**config.mk**
```make
export PLATFORM = sky130hd
export DESIGN_NAME = pll_reset_sequencer_flat
export DESIGN_NICKNAME = d
export VERILOG_FILES = /design/src/rtl/pll_reset_sequencer_if.sv /design/src/rtl/pll_reset_sequencer.sv /design/src/flat_wrapper.sv
export SDC_FILE = /design/constraint.sdc
export NUM_CORES = 1
export LEC_CHECK = 0
export CORE_UTILIZATION = 49
export CTS_CLUSTER_SIZE = 8
export DETAILED_ROUTE_END_ITERATION = 10
export GPL_TIMING_DRIVEN = 0
export PLACE_DENSITY = 0.86
export SETUP_SLACK_MARGIN = 0.1
export SKIP_LAST_GASP = 1
export SLEW_MARGIN = 30
export SYNTH_ARGS = -nofsm -noshare
export SYNTH_HDL_FRONTEND = slang
export SYNTH_SLANG_ARGS = --single-unit
```
**constraint.sdc**
```tcl
create_clock -name clkIn -period 1.8 [get_ports clkIn]
set_input_delay 0.45 -clock clkIn [delete_from_list [all_inputs] [get_ports clkIn]]
set_output_delay 0.45 -clock clkIn [all_outputs]
set_load 0.01 [all_outputs]
```
**src/rtl/pll_reset_sequencer_if.sv**
```systemverilog
// pll_reset_sequencer_if
//   Groups the PLL/core reset sequencing signals of pll_reset_sequencer.
//   master : the sequencer (drives resets and status, receives lock and
//            software request)
//   slave  : the environment (PLL model / software / status consumer)
// Signals:
//   pllLocked     PLL LOCK, asynchronous to the reference clock
//   swReset       single-cycle request for a full re-sequence
//   pllResetN     to PLL RESETB
//   coreResetN    core reset, active-low
//   state         current FSM state encoding
//   retries       PLL reset retries used in the current bring-up
//   failed        high while in FAILED
//   lockLossCount saturating count of lock losses seen in RUN
interface pll_reset_sequencer_if;
    logic       pllLocked;
    logic       swReset;
    logic       pllResetN;
    logic       coreResetN;
    logic [2:0] state;
    logic [3:0] retries;
    logic       failed;
    logic [7:0] lockLossCount;

    modport master (
        input  pllLocked, swReset,
        output pllResetN, coreResetN, state, retries, failed, lockLossCount
    );

    modport slave (
        output pllLocked, swReset,
        input  pllResetN, coreResetN, state, retries, failed, lockLossCount
    );
endinterface

```
**src/rtl/pll_reset_sequencer.sv**
```systemverilog
// pll_reset_sequencer
//   Brings up the SB_PLL40_CORE and releases the core reset once lock has
//   been stable long enough; re-sequences on lock loss or software request.
//   Runs entirely on the 12 MHz reference clock.
// Ports:
//   clkIn   12 MHz reference clock
//   resetN  asynchronous active-low reset
//   bus     pll_reset_sequencer_if.master (lock in, sw request in, resets
//           and status out)
// Configuration macro:
//   PLL_SEQ_RETRY_EN  enables WAIT_LOCK timeout, retry counting and FAILED.
//                     When undefined WAIT_LOCK waits indefinitely and
//                     retries/failed read as 0.
module pll_reset_sequencer #(
    parameter int unsigned PLL_RESET_CYCLES     = 16,
    parameter int unsigned LOCK_STABLE_CYCLES   = 1024,
    parameter int unsigned RELEASE_DELAY_CYCLES = 64,
    parameter int unsigned LOCK_TIMEOUT_CYCLES  = 65536,
    parameter int unsigned MAX_RETRIES          = 3,
    parameter int unsigned CNT_W                = 17
) (
    input  logic                  clkIn,
    input  logic                  resetN,
    pll_reset_sequencer_if.master bus
);

    localparam logic [2:0] PLL_RST   = 3'd0;
    localparam logic [2:0] WAIT_LOCK = 3'd1;
    localparam logic [2:0] STABLE    = 3'd2;
    localparam logic [2:0] RELEASE   = 3'd3;
    localparam logic [2:0] RUN       = 3'd4;
    localparam logic [2:0] FAILED    = 3'd5;

    // A state of length N exits when the counter reaches N-1.
    localparam logic [CNT_W-1:0] RST_LAST     = CNT_W'(PLL_RESET_CYCLES - 1);
    localparam logic [CNT_W-1:0] STABLE_LAST  = CNT_W'(LOCK_STABLE_CYCLES - 1);
    localparam logic [CNT_W-1:0] RELEASE_LAST = CNT_W'(RELEASE_DELAY_CYCLES - 1);

    logic [1:0]       lockSyncQ;
    logic             lockSync;
    logic [2:0]       stateQ, stateD;
    logic [CNT_W-1:0] cntQ;
    logic [7:0]       lossQ, lossD;
    logic             pllResetNQ, coreResetNQ;

`ifdef PLL_SEQ_RETRY_EN
    localparam logic [CNT_W-1:0] TIMEOUT_LAST = CNT_W'(LOCK_TIMEOUT_CYCLES - 1);
    localparam logic [3:0]       RETRY_MAX    = 4'(MAX_RETRIES);

    logic [3:0] retriesQ, retriesD;
    logic       failedQ;
`else
    logic unusedCfg;
    assign unusedCfg = ^{LOCK_TIMEOUT_CYCLES, MAX_RETRIES};
`endif

    assign lockSync = lockSyncQ[1];

    always_ff @(posedge clkIn or negedge resetN) begin
        if (!resetN) begin
            lockSyncQ <= '0;
        end else begin
            lockSyncQ <= {lockSyncQ[0], bus.pllLocked};
        end
    end

    always_comb begin
        stateD = stateQ;
        lossD  = lossQ;
`ifdef PLL_SEQ_RETRY_EN
        retriesD = retriesQ;
`endif
        if (bus.swReset) begin
            // Software request outranks everything, including lock loss.
            stateD = PLL_RST;
`ifdef PLL_SEQ_RETRY_EN
            retriesD = '0;
`endif
        end else begin
            case (stateQ)
                PLL_RST: begin
                    if (cntQ == RST_LAST) stateD = WAIT_LOCK;
                end
                WAIT_LOCK: begin
                    // Lock seen on the timeout cycle still wins.
                    if (lockSync) begin
                        stateD = STABLE;
                    end
`ifdef PLL_SEQ_RETRY_EN
                    else if (cntQ == TIMEOUT_LAST) begin
                        if (retriesQ == RETRY_MAX) begin
                            stateD = FAILED;
                        end else begin
                            retriesD = retriesQ + 4'd1;
                            stateD   = PLL_RST;
                        end
                    end
`endif
                end
                STABLE: begin
                    if (!lockSync)                stateD = WAIT_LOCK;
                    else if (cntQ == STABLE_LAST) stateD = RELEASE;
                end
                RELEASE: begin
                    if (!lockSync)                 stateD = WAIT_LOCK;
                    else if (cntQ == RELEASE_LAST) stateD = RUN;
                end
                RUN: begin
                    if (!lockSync) begin
                        if (lossQ != 8'hFF) lossD = lossQ + 8'd1;
                        stateD = PLL_RST;
                    end
                end
`ifdef PLL_SEQ_RETRY_EN
                FAILED: stateD = FAILED;
`endif
                default: stateD = PLL_RST;
            endcase
        end
`ifdef PLL_SEQ_RETRY_EN
        if (stateD == RUN) retriesD = '0;
`endif
    end

    // Outputs are decoded from the next state so they switch together
    // with the state register.
    always_ff @(posedge clkIn or negedge resetN) begin
        if (!resetN) begin
            stateQ      <= PLL_RST;
            cntQ        <= '0;
            lossQ       <= '0;
            pllResetNQ  <= 1'b0;
            coreResetNQ <= 1'b0;
        end else begin
            stateQ      <= stateD;
            cntQ        <= (bus.swReset || (stateD != stateQ)) ? '0 : cntQ + CNT_W'(1);
            lossQ       <= lossD;
            pllResetNQ  <= !((stateD == PLL_RST) || (stateD == FAILED));
            coreResetNQ <= (stateD == RUN);
        end
    end

`ifdef PLL_SEQ_RETRY_EN
    always_ff @(posedge clkIn or negedge resetN) begin
        if (!resetN) begin
            retriesQ <= '0;
            failedQ  <= 1'b0;
        end else begin
            retriesQ <= retriesD;
            failedQ  <= (stateD == FAILED);
        end
    end

    assign bus.retries = retriesQ;
    assign bus.failed  = failedQ;
`else
    assign bus.retries = '0;
    assign bus.failed  = 1'b0;
`endif

    assign bus.state         = stateQ;
    assign bus.pllResetN     = pllResetNQ;
    assign bus.coreResetN    = coreResetNQ;
    assign bus.lockLossCount = lossQ;

endmodule

```
**src/flat_wrapper.sv**
```systemverilog
// flat-port wrapper written by rule: the top's interface ports become plain ports
module pll_reset_sequencer_flat 
#(
    parameter int unsigned PLL_RESET_CYCLES     = 16,
    parameter int unsigned LOCK_STABLE_CYCLES   = 1024,
    parameter int unsigned RELEASE_DELAY_CYCLES = 64,
    parameter int unsigned LOCK_TIMEOUT_CYCLES  = 65536,
    parameter int unsigned MAX_RETRIES          = 3,
    parameter int unsigned CNT_W                = 17
)
  (clkIn, resetN, bus_pllLocked, bus_swReset, bus_pllResetN, bus_coreResetN, bus_state, bus_retries, bus_failed, bus_lockLossCount);
  pll_reset_sequencer_if bus_i ();
  input  logic clkIn;
  input  logic resetN;
  input wire logic [$bits(bus_i.pllLocked)-1:0] bus_pllLocked;
  input wire logic [$bits(bus_i.swReset)-1:0] bus_swReset;
  output wire logic [$bits(bus_i.pllResetN)-1:0] bus_pllResetN;
  output wire logic [$bits(bus_i.coreResetN)-1:0] bus_coreResetN;
  output wire logic [$bits(bus_i.state)-1:0] bus_state;
  output wire logic [$bits(bus_i.retries)-1:0] bus_retries;
  output wire logic [$bits(bus_i.failed)-1:0] bus_failed;
  output wire logic [$bits(bus_i.lockLossCount)-1:0] bus_lockLossCount;
  assign bus_i.pllLocked = bus_pllLocked;
  assign bus_i.swReset = bus_swReset;
  assign bus_pllResetN = bus_i.pllResetN;
  assign bus_coreResetN = bus_i.coreResetN;
  assign bus_state = bus_i.state;
  assign bus_retries = bus_i.retries;
  assign bus_failed = bus_i.failed;
  assign bus_lockLossCount = bus_i.lockLossCount;
  pll_reset_sequencer #(.PLL_RESET_CYCLES(PLL_RESET_CYCLES), .LOCK_STABLE_CYCLES(LOCK_STABLE_CYCLES), .RELEASE_DELAY_CYCLES(RELEASE_DELAY_CYCLES), .LOCK_TIMEOUT_CYCLES(LOCK_TIMEOUT_CYCLES), .MAX_RETRIES(MAX_RETRIES), .CNT_W(CNT_W)) u_core (.clkIn(clkIn), .resetN(resetN), .bus(bus_i));
endmodule
```
# After elaboration in Yosys (flattened, before gate mapping)
# Index checks and enable logic that the tools add are counted.
# Widths: inputs -> output; s select.
[totals]
regBits = 32
latch_bits = 0
ram_bits = 0
rom_bits = 0
inputBits = 4
output_inout_bits = 18
wordCells = 37
memories = 0
[classes]
addsub = 2
multipliers = 0
div_mod_pow = 0
n_lt_le_gt_ge = 0
n_eq_ne = 11
shifts = 0
muxes = 10
bitwise_logic = 2
n_reduce_logical = 6
[op_table]
columns = ["op", "n"]
rows = [
  ["$mux 3", 8],
  ["$add 17x1->17 const B", 1],
  ["$eq 17x10->1 const B", 1],
  ["$eq 17x4->1 const B", 1],
  ["$eq 17x6->1 const B", 1],
  ["$mux 17", 1],
  ["$pmux 3 s5", 1],
  ["$eq 3x3->1 const B", 3],
  ["$add 8x1->8 const B", 1],
  ["$ne 8x8->1 const B", 1],
  ["$eq 3x2->1 const B", 2],
  ["$logic_not 3->1", 2],
  ["$reduce_and 4->1", 1],
  ["$eq 3x1->1 const B", 1],
  ["$ne 3x3->1", 1],
  ["$logic_or 1x1->1", 2],
  ["$not 1->1", 2],
  ["$logic_not 1->1", 1],
]

# Logic depth before layout (Yosys ltp)
[logic_depth]
depth_word = 8
ltp_mapped = 6
mapped_depth_nobuf = 5

# Least setup slack after synthesis
# OpenSTA, ideal clock, no wires.
[synth_path]
path_type = "register to register"
from = "register u_core.cntQ[13]"
to = "register u_core.cntQ[10]"
setup_time_ns = 0.135
t_arrival_ns = 1.534
required_time_ns = 1.665
setup_slack_ns = 0.131
path_stages_with_launch = 6
path_buffers = 1
period_less_slack_ns = 1.669
cell_sequence = "dfrtp_1 -> nor4_4 -> nand3_2 -> o311ai_4 -> buf_6 -> nor3_1"
[synth_via]
elab_chain_cells = 8
elab_cells_between_ends = 13
cone_classes = "eq/ne: 4; mux: 8; reduce/logical: 1"
[synth_rtl]
columns = ["item", "line_no", "source"]
rows = [
  ["from (decl)", "pll_reset_sequencer.sv:42", "logic [CNT_W-1:0] cntQ;"],
  ["from (signal assigned)", "pll_reset_sequencer.sv:136", "cntQ <= (bus.swReset || (stateD != stateQ)) ? '0 : cntQ + CNT_W'(1);"],
  ["$eq 17x6->1 or $eq 17x10->1 (tied branches)", "pll_reset_sequencer.sv:106, pll_reset_sequencer.sv:102", ""],
  ["$mux 3 (on tied branches)", "pll_reset_sequencer.sv:106, pll_reset_sequencer.sv:102", ""],
  ["$mux 3 (on tied branches)", "pll_reset_sequencer.sv:105, pll_reset_sequencer.sv:101", ""],
  ["$pmux 3 s5 *", "pll_reset_sequencer.sv:80", "case (stateQ)"],
  ["$mux 3 *", "pll_reset_sequencer.sv:73", "if (bus.swReset) begin"],
  ["$ne 3x3->1 *", "pll_reset_sequencer.sv:136", ""],
  ["$logic_or 1x1->1 *", "pll_reset_sequencer.sv:136", ""],
  ["$mux 17 *", "pll_reset_sequencer.sv:136", ""],
]
# Mark *: on every way between the ends. The rest lies on a longest branch, timed or not.
# A chain may end at the register's enable or synchronous reset.

# Worst setup path in the final report
[layout_path]
from = "register u_core.cntQ[12]"
to = "register u_core.stateQ[2], in the netlist u_core.bus.state[2]"
[layout_via]
elab_chain_cells = 5
elab_cells_between_ends = 10
cone_classes = "eq/ne: 3; mux: 7"
[layout_rtl]
columns = ["item", "line_no", "source"]
rows = [
  ["$eq 17x6->1 or $eq 17x10->1 (tied branches)", "pll_reset_sequencer.sv:106, pll_reset_sequencer.sv:102", ""],
  ["$mux 3 (on tied branches)", "pll_reset_sequencer.sv:106, pll_reset_sequencer.sv:102", ""],
  ["$mux 3 (on tied branches)", "pll_reset_sequencer.sv:105, pll_reset_sequencer.sv:101", ""],
  ["$pmux 3 s5 *", "pll_reset_sequencer.sv:80", ""],
  ["$mux 3 *", "pll_reset_sequencer.sv:73", ""],
  ["net u_core.stateD[2]", "pll_reset_sequencer.sv:41", "logic [2:0] stateQ, stateD;"],
  ["to (signal assigned)", "pll_reset_sequencer.sv:135", "stateQ <= stateD;"],
  ["to (decl)", "pll_reset_sequencer.sv:41", ""],
]
# Mark *: on every way through the listed nets, which the timed path passes. The rest lies on a longest branch.

==> metrics.md <==
| Metric | Value |
|---|---|
| Status | completed |
| Crit-path leading delay family | simple AND/OR/NAND/NOR gates |
| Clock Tree Buf Depth | 2 |
| Rows | 20 |
| GRT Util Overall | 0.250 |
| Fmax | 572 MHz |
| Yosys cell types | 42 |
| CP Depth | 4 |
| Beginning of the critical path | u_core.cntQ[12]$_DFF_PN0_ |
| DPL Wire Length | 2360 um |
| GRT Max-Usage Layer | met2 |
| Area leader, netlist | dfrtp_1 |
| Antenna violations before repair | 0 |
| Post-synth EDFFs | 0 |
| Final Instance Area | 2300 um2 |
| Detail Route Antenna Nets | 0 |
| Worst skew pair latency | 0.34 ns |
| Critical Path, Cell by Cell | nor4_4 -> nand3_2 -> or4_4 -> a21oi_2 |
| Sum of buffers and inverters on the critical path | 0 |
| Area contributors post-synth | dfrtp_1, xor2_1, nand4_1 |
| Critical path startpoint category | register |
| Clock root buffer | clkbuf_4 |
| Largest stage delay on the critical path | 0.56 ns |
| Yosys warns | 0 |
| Final Util | 0.729 |
| Initial drt markers | 102 |
| Worst-Margin Slew | 0.692 ns |
| Routed vias/inst | 6.06 |
| Leak pwr | 1.20 nW |
| First-pass GRT wire length | 6620 um |
| Clock Sinks | 32 |
| TritonCTS clock tree | yes |
| GR Layer Usage met1 | 0.311 |
| Final Skew | 0.00641 ns |
| Final Hold Vio Count | 0 |
| Gpl congestion | 0.825 |
| Crit path required time | 2.07 ns |
| Leading register cell type out of synthesis | dfrtp_1 |
| Final min period | 1.75 ns |
| Layout cells sized above 1 | 0.336 |
| # nets final | 216 |
| CP Max Fanout | 4 |
| Final worst path period share | 0.972 |
| Storage element area | 811 um2 |
| WS Path Type | register to register |
| PwrDens | 539 nW/um2 |
| Top-area cell type share of the netlist area | 0.477 |
| DR WL/cell | 17.9 um |
| Finished Layout Cells | 255 |
| Vias | 1546 |
| Die Span X | 60.5 um |
| Die ar. | 3660 um2 |
| Reg2reg path depth | 4 |
| Dpl cell area | 1900 um2 |
| CTS hold repair buffers | 0 |
| DRT Pass-1 Iters | 5 |
| Multi-input logic area | 966 um2 |
| Part of the Yosys area used for sequential elements | 0.477 |
| VDD IR max | 0.357 mV |
| RR Startpoint | u_core.cntQ[12]$_DFF_PN0_ |
| I/O pin count | 22 |
| Crit end category | register |
| Core Region | 3150 um2 |
| GRT overflow | 0 |
| Final Max Tran Viols | 0 |
| Worst setup margin | 0.0510 ns |
| Max-cap violation count | 0 |
| Synth Cell Area | 1680 um2 |
| Final setup viols | 0 |
| Port Buffer Count | 16 |
| Slew margin rel. | 0.538 |
| Met2 usage | 0.391 |
| Vias in the first global route | 1441 |
| Avg Cell Area, Syn | 10.3 um2 |
| Worst-path clk slew | 0.09 ns |
| DRC | 0 |
| Die H | 60.5 um |
| Htree depth | 2 |
| Starting Density | 0.532 |
| Total CTS buffers | 5 |
| P&R area growth vs syn | 36.9% |
| Fillers | 197 |
| Hold Crit Class | input port to asynchronous set/reset pin |
| Placed Cells | 227 |
| Dpl ws | -0.416 ns |
| Met3 usage | 0.0789 |
| RSZ-0062 raised after global routing | true |
| Post-synthesis register bit count | 32 |
| Cells after Synth | 163 |
| CP arrival | 2.02 ns |
| CP max-delay cell | or4_4 |
| Post-synth ARST share | 1.00 |
| Pin count of the biggest net entering global routing | 33 |
| Antenna Cells | 0 |
| Drt total wl | 4570 um |
==> layer usage <==
layer	up-vias	part of all wire
met5	-	0
met4	0	0.034
met3	21	0.060
met2	76	0.50
met1	771	0.40
li1	678	-
==> worst paths after layout <==
check,to,slack [ns]
worst max-delay path,u_core.bus.state[2]$_DFF_PN0_,0.05
worst min-delay path,u_core.bus.lockLossCount[6]$_DFFE_PN0P_,0.14
worst max register to register,u_core.bus.state[2]$_DFF_PN0_,0.05
worst min register to register,u_core.lockSyncQ[1]$_DFF_PN0_,0.37
max in group asynchronous,u_core.bus.lockLossCount[2]$_DFFE_PN0P_,1.16
min in group clkIn,u_core.lockSyncQ[1]$_DFF_PN0_,0.37
==> state kept, by name, summed over array words and instances (netlist names) <==
name	cells
u_core.bus.coreResetN	1
u_core.lockSyncQ	2
u_core.bus.lockLossCount	8
u_core.cntQ	17
u_core.bus.state	3
u_core.bus.pllResetN	1
==> cells by family after synthesis <==
group	after synthesis	synth area share
buffers and inverters	12	0.0447
other	1	0.00223
xor gates and xnor gates	19	0.0992
AOI/OAI and AO/OA	17	0.0753
DFF	32	0.477
adders and majority gates	2	0.0149
and+or+nand+nor	80	0.286
==> final cells by class <==
class                   count  share of cell area
clock buffers               8              0.0256
plain buffers              10              0.0321
multi-input cells         124               0.420
flip-flops and latches     32               0.353
well taps                  44              0.0240
inverters                   1             0.00163
repair buffers             36               0.143
==> stage by stage <==
stage	hold slack [ns]	setup TNS [ns]	power, mW
after floorplan	0.154	0	0.780
after global placement	0.335	-10.95	0.805
after detailed placement	0.354	-4.92	0.807
after CTS	0.166	0	1.23
after global routing	0.186	-0.0111	1.29
final	0.141	0	1.24
==> layout by cell type (no fill, tap or decap), types with 6 or more instances in the layout <==
cell,Yosys,routed
buf_4,5,26
dfrtp_1,32,24
xor2_1,14,14
nand2_1,12,11
dlymetal6s2s_1,0,11
nor2_1,12,10
nand4_1,9,9
dfrtp_2,0,8
nand3_1,9,7
clkbuf_4,0,6
nor3_1,7,6
==> report_power, final <==
part           internal, mW  switching, mW  total [mW]
Clock                 0.192          0.234       0.427
Sequential            0.724        0.00902       0.733
Combinational        0.0320         0.0457      0.0777
Total                 0.949          0.289        1.24
==> synth_stat cells (2+ instances only) <==
cell / n
a21oi_1: 6
and4_1: 4
buf_2: 3
buf_4: 5
clkbuf_1: 2
dfrtp_1: 32
ha_1: 2
nand2_1: 12
nand2b_1: 2
nand3_1: 9
nand3b_1: 2
nand4_1: 9
nor2_1: 12
nor3_1: 7
nor4_1: 6
nor4b_1: 2
o21ai_0: 4
or3_1: 3
xnor2_1: 5
xor2_1: 14
==> timing repair <==
action                     CTS  global route
setup endpoints to repair   33            35
gates cloned                 1             0
gates resized for setup     19            31
hold endpoints to repair     0             0
pin swaps                    5             5
buffers inserted            15             5
Note: power is estimated with default switching activity, not from simulation.
